## src/rtl/sram_arb2.sv

```systemverilog
// sram_arb2: two-port round-robin arbiter in front of a synchronous single-port byte-enabled SRAM
// Ports:
//   clk, rst                      clock and synchronous active-high reset
//   reqN_valid/ready              per-requester handshake; transfer when both high
//   reqN_addr/wen/wdata           word address, byte write mask (all-zero = read), write data
//   reqN_rvalid                   one-cycle pulse the cycle after a read transfer on port N
//   rdata                         shared read data, straight from the SRAM
//   sram_wen/ren/addr/wdata       SRAM command for the granted port
//   sram_rdata                    SRAM read data, one cycle after sram_ren
module sram_arb2 #(
    parameter int WIDTH      = 32,
    parameter int ADDR_WIDTH = 11
) (
    input  logic                  clk,
    input  logic                  rst,
    input  logic                  req0_valid,
    output logic                  req0_ready,
    input  logic [ADDR_WIDTH-1:0] req0_addr,
    input  logic [WIDTH/8-1:0]    req0_wen,
    input  logic [WIDTH-1:0]      req0_wdata,
    output logic                  req0_rvalid,
    input  logic                  req1_valid,
    output logic                  req1_ready,
    input  logic [ADDR_WIDTH-1:0] req1_addr,
    input  logic [WIDTH/8-1:0]    req1_wen,
    input  logic [WIDTH-1:0]      req1_wdata,
    output logic                  req1_rvalid,
    output logic [WIDTH-1:0]      rdata,
    output logic [WIDTH/8-1:0]    sram_wen,
    output logic                  sram_ren,
    output logic [ADDR_WIDTH-1:0] sram_addr,
    output logic [WIDTH-1:0]      sram_wdata,
    input  logic [WIDTH-1:0]      sram_rdata
);
    logic               last;
    logic               g0;
    logic               g1;
    logic               rv0_q;
    logic               rv1_q;
    logic [WIDTH/8-1:0] sel_wen;

    // last = port served by the most recent transfer; the other port wins contention
    always_comb begin
        g0      = !rst && req0_valid && (!req1_valid || last);
        g1      = !rst && req1_valid && (!req0_valid || !last);
        sel_wen = g1 ? req1_wen : req0_wen;
    end

    assign req0_ready = g0;
    assign req1_ready = g1;
    assign sram_addr  = g1 ? req1_addr : req0_addr;
    assign sram_wdata = g1 ? req1_wdata : req0_wdata;
    assign sram_wen   = (g0 || g1) ? sel_wen : '0;
    assign sram_ren   = (g0 || g1) && (sel_wen == '0);
    assign rdata      = sram_rdata;
    // masking with rst drops a response whose read was accepted just before rst rose
    assign req0_rvalid = rv0_q && !rst;
    assign req1_rvalid = rv1_q && !rst;

    always_ff @(posedge clk) begin
        if (rst) begin
            last  <= 1'b1;
            rv0_q <= 1'b0;
            rv1_q <= 1'b0;
        end else begin
            last  <= g0 ? 1'b0 : (g1 ? 1'b1 : last);
            rv0_q <= g0 && (req0_wen == '0);
            rv1_q <= g1 && (req1_wen == '0);
        end
    end
endmodule

```

## config.mk

```make
export PLATFORM = sky130hd
export DESIGN_NAME = sram_arb2
export DESIGN_NICKNAME = d
export VERILOG_FILES = /design/src/rtl/sram_arb2.sv
export SDC_FILE = /design/constraint.sdc
export NUM_CORES = 1
export LEC_CHECK = 0
export ABC_AREA = 0
export CORE_ASPECT_RATIO = 0.6
export CORE_MARGIN = 2
export CORE_UTILIZATION = 22
export DETAILED_ROUTE_END_ITERATION = 7
export PLACE_DENSITY = 0.86
export SYNTH_ARGS = -nofsm -noshare
export SYNTH_HDL_FRONTEND = slang
export SYNTH_SLANG_ARGS = --single-unit
```

## constraint.sdc

```tcl
create_clock -name clk -period 2.75 [get_ports clk]
set_input_delay 0.4125 -clock clk [delete_from_list [all_inputs] [get_ports clk]]
set_output_delay 0.4125 -clock clk [all_outputs]
set_load 0.1 [all_outputs]
```

# ---- Word-level counts from Yosys, hierarchy flattened
# Index checks and enable logic that the tools add are counted.
dict set report totals {
  latchBits 0
  output_inout_bits 84
  inputBits 130
  ram_bits 0
  memories 0
  register_bits 3
  mem_bits_ro 0
  word_cells 29
}
dict set report op_classes {
  n_bitwise 0
  mux 6
  addsub 0
  eq_ne 0
  n_lt_le_gt_ge 0
  n_mul 0
  shift 0
  n_div 0
  reduce_logical 20
}
# cell n
set op_table {}
lappend op_table {{$mux 32} 1}
lappend op_table {{$logic_not 4->1} 3}
lappend op_table {{$mux 11} 1}
lappend op_table {{$logic_and 1x1->1} 9}
lappend op_table {{$mux 4} 2}
lappend op_table {{$logic_not 1->1} 4}
lappend op_table {{$logic_or 1x1->1} 3}
lappend op_table {{$mux 1} 2}
lappend op_table {{$reduce_bool 2->1} 1}

# ---- Logic depth before layout (Yosys ltp)
dict set report depth {
  depth_word 6
  mapped_depth 5
  ltp_nobuf 4
}

# ---- Worst setup path after synthesis
# No wires, ideal clock.
dict set report synth_timing {
  kind {input to output}
  startpoint {input port req1_valid}
  endpoint {output port sram_wen[1]}
  path_stages 5
  arrival_ps 2239
  required_ps 2338
  slack_ps 98
  path_buffers 1
  path_cell_list {a21bo_4 -> nor2_4 -> buf_12 -> mux2i_1 -> nor2_1}
}
dict set report synth_via {
  elab_chain_len 5
  word_cells_on_any_way 8
  classes_between {2 x mux; 6 x reduce/logical}
}
# element line
set synth_rtl {}
lappend synth_rtl {{from (decl)} 22} ;# input logic req1_valid,
lappend synth_rtl {{$logic_not 1->1} 44} ;# g0 = !rst && req0_valid && (!req1_valid || last);
lappend synth_rtl {{$logic_or 1x1->1} 44}
lappend synth_rtl {{$logic_and 1x1->1} 44}
lappend synth_rtl {{$logic_or 1x1->1} 53} ;# assign sram_wen = (g0 || g1) ? sel_wen : '0;
lappend synth_rtl {{$mux 4 *} 53}
lappend synth_rtl {{to (decl)} 29} ;# output logic [WIDTH/8-1:0] sram_wen,
# Mark *: on every way between the ends. The rest lies on a longest branch, timed or not.

# ---- Worst setup path in the final report
dict set report layout_timing {
  startpoint {input port req1_valid}
  endpoint {output port sram_addr[1]}
}
dict set report layout_via {
  elab_chain_len 3
}
# element line
set layout_rtl {}
lappend layout_rtl {{$logic_and 1x1->1 (2 in a row)} 45} ;# g1 = !rst && req1_valid && (!req0_valid || !last);
lappend layout_rtl {{$mux 11} 51} ;# assign sram_addr = g1 ? req1_addr : req0_addr;
lappend layout_rtl {{to (decl)} 31} ;# output logic [ADDR_WIDTH-1:0] sram_addr,
# Every way passes these cells.

==> results.cfg <==
[logic_synthesis]
syn-instance-count = 112
ys_warn_count = 0
netlist_area_um2 = 1176
ys_seq_area_share_pct = 5.106
synth_top_area_cell = mux2_4
syn_nets = 242
synth_top_area_share_pct = 37.02
synth_area_leaders = mux2_4 (37%), buf_4 (21%), mux2_2 (13%)
ys_types = 23
ys_ff_latch = 3
syn_area_per_cell_um2 = 10.50

[grt]
gr-usage-all-layers_pct = 13.96
grt-busiest-layer = met2
gr-usage-met2_pct = 23.62
grt_max_degree = 25
grt_overflow = 0
antenna_found_initial = 0
use_met1_pct = 17.29
grt_pass1_vias = 1205
use_met3_pct = 5.876
grt_pass1_wl_mm = 6.541

[floorplan]
io_pins = 214
core_area_um2 = 5105
initial_core_util_pct = 23.04
dieHeight_um = 60.64
die_w_um = 98.40
rows = 20
dieArea_um2 = 5966

[placement]
gp_congestion = 0.8258
numPortBuffers = 149
hpwlAfterDp_mm = 4.139
place_area_um2 = 2994

[min_path]
hold_start = last
hold_class = flip-flop to flip-flop

[route]
drc = 0
ant_nets = 0
drt_iter0_markers = 24
wl_per_cell_um = 15.93
via_per_inst = 4.323
vias = 1284
dr.pass1.iters = 4
wl_mm = 4.731

[cells_and_area]
diodes = 0
mostFrequentLayoutCells = clkdlybuf4s50_1 (97), buf_12 (54), mux2_4 (29)
drive_gt1_share_pct = 45.02
final_util_pct = 59.53
layout.nets = 362
post-route-cell-area_um2 = 3039
layout_commonest_cell = clkdlybuf4s50_1
areaGrowthSynthToFinish_pct = 158.4
fillers = 421

[run_status]
status = finished clean

[timing]
skew_ps = 0.3003
finalMaxSlewViolations = 0
rsz0062_at_grt = false
period_needed_ps = 2650
report.final.hold_viol_count = 0
fmax_mhz = 377.3
slew_headroom_pct = 84.17
setup_viol = 0
fin_crit_sh_pct = 96.37
tightest_slew_ps = 235.3
tns_ps = 0

[critical_path]
r2r-start = last
cp.required_ps = 2340
end_kind = output port
path_common_cell = buf_12
critPathMaxStageDelay_ps = 520
crit_chain = clkdlybuf4s50_1, a21bo_4, nor2_4, buf_12, mux2_2, buf_12
arrival_ps = 2240
slowest_stage = clkdlybuf4s50_1
setup.worst_path.class = input pin to output port
startpoint = req1_valid
crit_path_max_fanout = 24
start_kind = input pin

[cts]
clk_pin_slew_worst_paths_ps = 30
insertion_delay_ps = 210
hold_buffers = 0
ctsHtreeMaxLevel = 1
cts_root_buf = clkbuf_8
cts_num_sinks = 3
cts_buffers = 3
post_cts_buffers = 0
cts_tree = built
cts_resized = 0
max-clock-path-buffers = 2

[pwr]
peakVddDrop_v = 0.0001942
intPower_w = 0.0005547
seqPwrFrac_pct = 4.2
power_switching_w = 0.0005588
switching_share_pct = 50.19
fin_total_pwr_w = 0.001114
clkPwrFrac_pct = 11.5
p_leak_nw = 1.259
comb_power_share_pct = 84.3
power_density_nw_per_um2 = 366.4

[job]
maxCapViolCount = 0
==> final timing paths <==
path | slack [ps] | depth (start not counted) | to
min | 550 | 2 | last
min reg2reg | 550 | 2 | last
max reg2reg | 1840 | 3 | rv0_q
max | 100 | 6 | sram_addr[1]
==> power by group through the flow <==
stage	sequential (W)	combinational, W	clock, W
after floorplan	0.0000468	0.000761	0
after CTS	0.0000465	0.000945	0.000131
final	0.0000465	0.000939	0.000128
after global placement	0.0000471	0.000933	0
after global routing	0.0000467	0.000962	0.000139
after detailed placement	0.0000470	0.000942	0
==> sequential cells by signal (all words and copies together), names as in the netlist <==
name   cells
rv0_q      1
rv1_q      1
last       1
==> kinds of logic (layout without fill, tap and decap cells) <==
group	count (synthesis)	in the layout	synth area share (%)
buffers and inverters	39	158	28.51
multiplexers	46	46	52.98
AND/OR/NAND/NOR	17	17	8.192
AO/OA/AOI/OAI	7	7	5.214
flip-flops	3	3	5.107
==> critical path, delay by kind of cell <==
| kind | cells | cell delay, ps |
|---|---|---|
| buffers and inverters | 3 | 940 |
| AO/OA/AOI/OAI | 1 | 260 |
| AND/OR/NAND/NOR | 1 | 210 |
| multiplexers | 1 | 390 |
==> per-stage QoR <==
stage / hold slack, ps / std cells / worst slack, ps
floorplan: 488.0 / 112 / 98.34
global placement: 517.3 / 293 / 141.2
detailed placement: 523.4 / 293 / 91.91
CTS: 535.0 / 297 / 90.92
global route: 576.0 / 297 / 35.64
finish: 545.6 / 297 / 99.84
==> cell type report <==
class / count / area (um^2) / share of cell area [%]
Clock buffer: 4 / 45.04 / 1.482
Inverter: 1 / 3.754 / 0.1235
Multi-Input combinational cell: 70 / 780.7 / 25.69
Sequential cell: 3 / 60.06 / 1.976
Tap cell: 66 / 82.58 / 2.717
Timing Repair Buffer: 153 / 2067 / 68.01
==> routing by layer <==
metal / share of wire (%) / wire [um]
met5: 0 / 0
met4: 0.44 / 21
met3: 11 / 539
met2: 49 / 2296
met1: 40 / 1873
==> cell usage after synthesis (all sizes together) <==
cell    number
nor2b        2
o21bai       1
nand2b       1
a32oi        2
clkbuf       1
nand2        2
a21bo        1
inv          1
o31ai        1
dfxtp        3
mux2        43
a21oi        1
nor2         6
or3          1
and4         1
mux2i        3
buf         37
a21boi       1
nor3         2
or4          2
No activity file was read; power rests on OpenSTA's default activity.
